`src/rtl/mlt_pkg.sv`:
```
// Shared definitions for the shift-and-add multiplier: FSM state encodings
// used by the controller and by the testbench for state checks.
// Build option: MLT_SIGNED_EN selects two's-complement operands (see top).
package mlt_pkg;

    typedef enum logic [1:0] {
        ST_IDLE = 2'd0,
        ST_CALC = 2'd1,
        ST_FIN  = 2'd2
    } mlt_state_t;

endpackage

```
`src/rtl/mlt_sa_ctrl.sv`:
```
// Sequencer for the shift-and-add multiplier: IDLE -> CALC (WIDTH steps) ->
// FIN (1 cycle) -> IDLE. Emits ld/step/fin strobes for the datapath.
// Build option: MLT_SIGNED_EN adds a 'last' strobe marking the final step.
module mlt_sa_ctrl
    import mlt_pkg::*;
#(
    parameter int WIDTH = 16
) (
    input  logic clk,
    input  logic resetn,
    input  logic start,
    output logic ld,
    output logic step,
    output logic fin
`ifdef MLT_SIGNED_EN
    ,
    output logic last
`endif
);

    localparam int CNT_W = $clog2(WIDTH + 1);

    mlt_state_t        state;
    mlt_state_t        state_nx;
    logic [CNT_W-1:0]  cnt;

    // State register.
    // NOTE: sequential state uses non-blocking (<=) so every flop samples pre-edge values.
    always_ff @(posedge clk or negedge resetn) begin
        if (!resetn) state <= ST_IDLE;
        else         state <= state_nx;
    end

    // Iteration counter: loaded with WIDTH on accept, decremented per step.
    always_ff @(posedge clk or negedge resetn) begin
        if (!resetn)   cnt <= '0;
        else if (ld)   cnt <= CNT_W'(WIDTH);
        else if (step) cnt <= cnt - CNT_W'(1);
    end

    // Next-state and strobe decode.
    // NOTE: every output gets a default first so no path leaves it unassigned (no latch).
    always_comb begin
        state_nx = state;
        ld       = 1'b0;
        step     = 1'b0;
        fin      = 1'b0;
        unique case (state)
            ST_IDLE: begin
                if (start) begin
                    ld       = 1'b1;
                    state_nx = ST_CALC;
                end
            end
            ST_CALC: begin
                step = 1'b1;
                if (cnt == CNT_W'(1)) state_nx = ST_FIN;
            end
            ST_FIN: begin
                fin      = 1'b1;
                state_nx = ST_IDLE;
            end
            default: state_nx = ST_IDLE;
        endcase
    end

`ifdef MLT_SIGNED_EN
    // Final step carries the multiplier sign bit and must subtract.
    assign last = (state == ST_CALC) && (cnt == CNT_W'(1));
`endif

endmodule

```
`src/rtl/shift_add_mlt_top.sv`:
```
// Sequential shift-and-add multiplier, WIDTH x WIDTH -> 2*WIDTH, one multiplier
// bit per clock, fixed latency. Datapath lives here; sequencing in mlt_sa_ctrl.
// Build option: define MLT_SIGNED_EN for two's-complement operands and result;
// default build is unsigned.
module shift_add_mlt_top
    import mlt_pkg::*;
#(
    parameter int WIDTH = 16
) (
    input  logic               clk,
    input  logic               resetn,
    input  logic               start,
    input  logic [WIDTH-1:0]   ain,
    input  logic [WIDTH-1:0]   bin,
    output logic [2*WIDTH-1:0] data_op,
    output logic               busy,
    output logic               done,
    output logic               zero
);

    logic             ld;
    logic             step;
    logic             fin;
    logic [WIDTH-1:0] a_q;
    logic [WIDTH-1:0] b_q;
    logic [WIDTH-1:0] p_hi;
    logic [WIDTH-1:0] p_lo;
    logic [WIDTH:0]   ext_p;
    logic [WIDTH:0]   ext_a;
    logic [WIDTH:0]   sum;

`ifdef MLT_SIGNED_EN
    logic last;

    mlt_sa_ctrl #(.WIDTH(WIDTH)) u_ctrl (
        .clk    (clk),
        .resetn (resetn),
        .start  (start),
        .ld     (ld),
        .step   (step),
        .fin    (fin),
        .last   (last)
    );

    // Sign-extended partial sum; the MSB step subtracts (its weight is negative).
    always_comb begin
        ext_p = {p_hi[WIDTH-1], p_hi};
        ext_a = {a_q[WIDTH-1], a_q};
        sum   = ext_p;
        if (b_q[0]) sum = last ? (ext_p - ext_a) : (ext_p + ext_a);
    end
`else
    mlt_sa_ctrl #(.WIDTH(WIDTH)) u_ctrl (
        .clk    (clk),
        .resetn (resetn),
        .start  (start),
        .ld     (ld),
        .step   (step),
        .fin    (fin)
    );

    // Zero-extended partial sum; the extra bit holds the carry.
    always_comb begin
        ext_p = {1'b0, p_hi};
        ext_a = {1'b0, a_q};
        sum   = ext_p;
        if (b_q[0]) sum = ext_p + ext_a;
    end
`endif

    // Operand and partial-product registers: load on accept, shift right each step.
    // NOTE: these are reloaded on every accept before use, so they carry no reset.
    always_ff @(posedge clk) begin
        if (ld) begin
            a_q  <= ain;
            b_q  <= bin;
            p_hi <= '0;
            p_lo <= '0;
        end else if (step) begin
            p_hi <= sum[WIDTH:1];
            p_lo <= {sum[0], p_lo[WIDTH-1:1]};
            b_q  <= b_q >> 1;
        end
    end

    // Visible outputs: result, zero flag and done pulse update together; busy brackets the op.
    always_ff @(posedge clk or negedge resetn) begin
        if (!resetn) begin
            data_op <= '0;
            zero    <= 1'b0;
            done    <= 1'b0;
            busy    <= 1'b0;
        end else begin
            done <= 1'b0;
            if (ld) busy <= 1'b1;
            if (fin) begin
                data_op <= {p_hi, p_lo};
                zero    <= ({p_hi, p_lo} == '0);
                done    <= 1'b1;
                busy    <= 1'b0;
            end
        end
    end

endmodule

```
`config.mk`:
```
export PLATFORM = sky130hd
export DESIGN_NAME = shift_add_mlt_top
export DESIGN_NICKNAME = d
export VERILOG_FILES = /design/src/rtl/mlt_pkg.sv /design/src/rtl/mlt_sa_ctrl.sv /design/src/rtl/shift_add_mlt_top.sv
export SDC_FILE = /design/constraint.sdc
export NUM_CORES = 1
export LEC_CHECK = 0
export ABC_AREA = 1
export BUFFER_PORTS_ARGS = -buffer_cell sky130_fd_sc_hd__clkbuf_2
export CAP_MARGIN = 20
export CORE_MARGIN = 1
export CORE_UTILIZATION = 30
export CTS_BUF_LIST = sky130_fd_sc_hd__clkbuf_8
export CTS_CLUSTER_SIZE = 40
export DETAILED_ROUTE_END_ITERATION = 10
export HOLD_SLACK_MARGIN = 0.03
export PLACE_DENSITY = 0.5
export SETUP_SLACK_MARGIN = 0.3
export SKIP_LAST_GASP = 1
export SLEW_MARGIN = 15
export SYNTH_ARGS = -nofsm -noshare
export SYNTH_HDL_FRONTEND = slang
export SYNTH_SLANG_ARGS = --single-unit
```
`constraint.sdc`:
```
create_clock -name clk -period 5.02 [get_ports clk]
set_input_delay 0 -clock clk [delete_from_list [all_inputs] [get_ports clk]]
set_output_delay 0 -clock clk [all_outputs]
set_load 0.005 [all_outputs]
```
## Yosys cells after proc, flatten, opt, wreduce, memory -nomap -nowiden

Index checks and enable logic that the tools add are counted.

- Bits in writable memories: 0
- Bits in registers: 106
- Output and inout bits: 35
- Memories: 0
- Bits in read-only memories: 0
- Word-level logic and storage cells: 37
- Latch bits: 0
- Bits of input ports: 35

- Magnitude comparators: 0
- Shifts and indexed selects: 0
- Mux-type cells: 15
- Div/mod/pow operators: 0
- Bitwise operators: 0
- Equality and inequality tests: 5
- Reduce and logical (&&, ||, !) cells: 5
- $mul: 0
- $add $sub $neg: 2

Operators by type and width:

| kind | number |
|---|---|
| $logic_not A32 Y1 | 1 |
| $mux W16 | 2 |
| $add A16 B16 Y17 | 1 |
| $mux W17 | 1 |
| $mux W5 | 2 |
| $mux W1 | 7 |
| $eq A5 B1 Y1 const B | 1 |
| $sub A5 B1 Y5 const B | 1 |
| $mux W2 | 2 |
| $pmux W2 S2 | 1 |
| $reduce_bool A2 Y1 | 2 |
| $eq A2 B1 Y1 const B | 1 |
| $eq A2 B2 Y1 const B | 1 |
| $logic_not A2 Y1 | 1 |
| $ne A2 B1 Y1 const B | 1 |
| $ne A2 B2 Y1 const B | 1 |
| $reduce_and A2 Y1 | 1 |

## Logic depth before layout (Yosys ltp)

- Word-level depth: 4
- Mapped depth: 12
- Depth with buffers taken out: 12

## By module

A second synthesis with hierarchy kept.

- Cells, all modules: 592
- Area, all modules: 4959.8 µm²

By module, submodules not included:

| module | area an instance (µm²) | sequential area each (µm²) | cells an instance | times used |
|---|---|---|---|---|
| shift_add_mlt_top | 4566.9 | 2477.4 | 547 | 1 |
| mlt_sa_ctrl | 392.9 | 175.2 | 45 | 1 |

## Least setup slack after synthesis

OpenSTA, ideal clock, no wires.

- Path type: register -> register
- From: register a_q[0]
- To: register p_hi[15]
- Setup slack: 3267 ps
- Buffers on the path: 0
- Stages on the path, launching flop included: 12
- Arrival: 1616 ps
- Data required time: 4883 ps
- Setup time: 137 ps
- Period minus slack after synthesis: 1753 ps
- Path through: edfxtp_1 -> ha_1 -> fa_1 -> nand2_1 -> nand2_1 -> and2_1 -> nand3_1 -> nand3_1 -> nand2_1 -> nand3_1 -> nand2_1 -> a21oi_1

- Longest elaborated chain between the ends: 2

Ends and longest elaborated chain:

| what | RTL line | text |
|---|---|---|
| start, declared | shift_add_mlt_top.sv:24 | `logic [WIDTH-1:0] a_q;` |
| start signal, assigned | shift_add_mlt_top.sv:75 | `a_q <= ain;` |
| $add A16 B16 Y17 | shift_add_mlt_top.sv:67 | `if (b_q[0]) sum = ext_p + ext_a;` |
| $mux W17 | shift_add_mlt_top.sv:67 |  |
| end signal, assigned | shift_add_mlt_top.sv:80 | `p_hi <= sum[WIDTH:1];` |
| end, declared | shift_add_mlt_top.sv:26 | `logic [WIDTH-1:0] p_hi;` |

No other way between the ends.
A chain may end at the register's enable or synchronous reset.

## Final worst setup path

- From: register u_ctrl.state[0]
- To: register b_q[4], enable pin

- Longest elaborated chain between the ends: 3
- Elaborated cells on any way between the ends: 5
- Classes of those cells: eq/ne (1); mux (2); reduce/logical (2)

Ends and longest elaborated chain:

| what | RTL line | text |
|---|---|---|
| start, declared | mlt_sa_ctrl.sv:23 | `mlt_state_t state;` |
| start signal, assigned | mlt_sa_ctrl.sv:31 | `else state <= state_nx;` |
| $eq A2 B1 Y1 or $logic_not A2 Y1 (tied branches) | mlt_sa_ctrl.sv:48 | `unique case (state)` |
| $mux W1 | mlt_sa_ctrl.sv:48 |  |
| $reduce_bool A2 Y1 (no line) (*) | -- |  |
| end signal, assigned | shift_add_mlt_top.sv:76 | `b_q <= bin;` |
| end signal, assigned | shift_add_mlt_top.sv:82 | `b_q <= b_q >> 1;` |
| end, declared | shift_add_mlt_top.sv:25 | `logic [WIDTH-1:0] b_q;` |

Every way passes the cells marked *; elsewhere a longest branch is shown, timed or not.

==> flow_summary.ini <==
[cts]
cts_buffer_depth = 2
cts-root-buf = clkbuf_8
cts_sinks = 106
cts_max_level = 3
clk_latency_ns = 0.38
cts.clk_slew.worst_paths_ns = 0.10
cts_tree = done
cts_buffers = 9
cts_resized = 0

[sta]
fin_crit_sh_pct = 44.2
rsz0062_at_grt = no
slew_headroom_pct = 34.1
fin_ws_ns = 2.80
drv_slew = 0
tightest_slew_ns = 0.986
clock_skew_ns = 0.00795
holdWs_ns = 0.0393
setup_tns_ns = 0
fin_crit_ns = 2.22
setup-violations-final = 0
fmax_mhz = 451
hold_viol = 0

[grt]
grt_pass1_wl_mm = 18.9
grt_overflow_total = 0
grt_pass1_vias = 3825
grt_usage_pct = 14.7
grt_max_degree = 65
grt_antenna_before_repair = 0

[floorplanning]
die_width_um = 130
ios = 70
dieHeight_um = 130
rows = 46
dieArea_mm2 = 0.0168
initial_core_util_pct = 30.8
core_mm2 = 0.0159

[critical_path]
cp.arrival_ns = 2.27
cp-start-kind = register
worst_setup_path_end_kind = register
required_ns = 5.07
criticalPathCategory = register to register
rr_worst_depth = 5
crit_fanout = 43

[power]
peakVddDrop_v = 0.000177
total_power_mw = 3.42
leakagePower_nw = 2.89
powerDensity_mw_per_mm2 = 570

[routing]
ant_nets = 0
vias_per_cell = 4.44
drtPass1Iterations = 5
wl_per_cell_um = 12.6
drt-total-wl_mm = 11.3
dr.first_iter.drc_count = 267
num_vias = 3988
drc = 0

[placed_design]
port_buffers = 69
gp_congestion = 0.796
dp_hpwl_mm = 8.13
dp.cells = 849
pre_cts_slack_ns = 2.80

[yosys]
syn_area_per_cell_um2 = 8.43
synth_cells = 580
syn-cell-area_mm2 = 0.00489
ys_ff_latch = 106
synth_top_cell_by_area = dfrtp_1
ys_seq_area_share_pct = 54.3
synthTopCellsByArea = dfrtp_1 21%, edfxtp_1 20%, nand2_1 14%
synth_cell_types = 30
synth_warnings = 0
synth.net_count = 634
synth_top_area_share_pct = 21.5

[final_layout]
layout_commonest_cell = nand2_1
area_delta_synth_final_pct = 22.8
finalNonFillerCells = 899
layout_common_cells = 185 x nand2_1, 76 x inv_1, 69 x clkbuf_2, 42 x dfrtp_1, 41 x a21oi_1
nets = 732
n_antenna_cell = 0
drive_gt1_share_pct = 13.9

[run]
maxCapViolCount = 0

[run_status]
status = completed

[worst_hold_path]
min_path_type = input port to async pin
-- worst max-delay path, stage by stage, from the launching register on --
cell     delay [ns]
dfrtp_1        0.41
inv_2          0.06
nor2_2         0.44
inv_2          0.44
nand2_1        0.15
buf_4          0.36
-- flip-flops by register name, summed over array words and instances, names as in the netlist --
name          count
zero              1
b_q              16
done              1
busy              1
p_lo             16
p_hi             16
a_q              16
u_ctrl.cnt        5
u_ctrl.state      2
data_op          32
-- path summary, 6_finish.rpt --
kind                       slack (ns)     endpoint       startpoint
setup / recovery                 2.80       b_q[4]  u_ctrl.state[0]
hold / removal                   0.04  data_op[22]           resetn
setup reg to reg                 2.80       b_q[4]  u_ctrl.state[0]
hold reg to reg                  0.49  data_op[10]      data_op[10]
max in group asynchronous        4.52   data_op[2]           resetn
min in group clk                 0.09      p_hi[1]            start
-- synth_stat cells --
| library cell | instances |
|---|---|
| nand2_1 | 186 |
| inv_1 | 75 |
| dfrtp_1 | 42 |
| a21oi_1 | 41 |
| o21ai_0 | 37 |
| dfxtp_1 | 32 |
| edfxtp_1 | 32 |
| nor2_1 | 22 |
| nand3_1 | 20 |
| ha_1 | 18 |
| o22ai_1 | 16 |
| clkbuf_1 | 10 |
| buf_2 | 7 |
| nor4_1 | 7 |
| nor3_1 | 5 |
| o31ai_1 | 5 |
| xor2_1 | 4 |
| inv_2 | 3 |
| nand3b_1 | 3 |
| nand4_1 | 2 |
| nor2_2 | 2 |
| o211ai_1 | 2 |
| xnor2_1 | 2 |
| and2_1 | 1 |
| buf_1 | 1 |
| clkinv_1 | 1 |
| fa_1 | 1 |
| nand2_2 | 1 |
| or2_0 | 1 |
| or2_2 | 1 |
-- routing by layer --
metal	routed length, um	track usage, %	up-vias
met5	0	0	-
met4	125	4.17	0
met3	452	3.96	9
met2	5280	24.0	78
met1	5490	19.0	1813
li1	-	-	2088
-- kinds of logic (layout without fill, tap and decap cells) --
group,count (synthesis),in the layout,synth area share [%]
XOR/XNOR,6,6,1.07
AND/OR/NAND/NOR,251,251,20.9
flip-flops,106,106,54.3
adder cells (fa/ha/maj),19,19,5.02
AO/OA/AOI/OAI,101,101,11.1
buffers and inverters,97,200,7.63
-- where the power goes --
part | total (mW) | internal, mW | leakage, nW | switching [mW]
combinational | 1.42 | 0.557 | 1.68 | 0.862
clock | 0.550 | 0.246 | 0.108 | 0.304
sequential | 1.45 | 1.22 | 1.11 | 0.231
total | 3.42 | 2.03 | 2.89 | 1.40
-- stage by stage --
| step | instance area, um2 | util [%] |
|---|---|---|
| after floorplan | 4890 | - |
| after global placement | 5450 | 34.3 |
| after detailed placement | 5450 | 34.3 |
| after CTS | 5980 | 37.7 |
| after global routing | 6000 | 37.8 |
| final | 6000 | 37.8 |
-- layout make-up --
class                      count  area, um2
clock inverter                 6       65.1
timing repair buffer         105        711
tap                          216        270
fill                        1691       9880
inverter                      79        297
clock buffer                  10        138
multi-input combinational    377       1870
sequential                   106       2650
-- timing repair --
item,4_1_cts,5_1_grt
setup buffers,0,0
endpoints found under the hold margin,74,0
hold buffers,33,0
(Power assumes the default switching activity.)
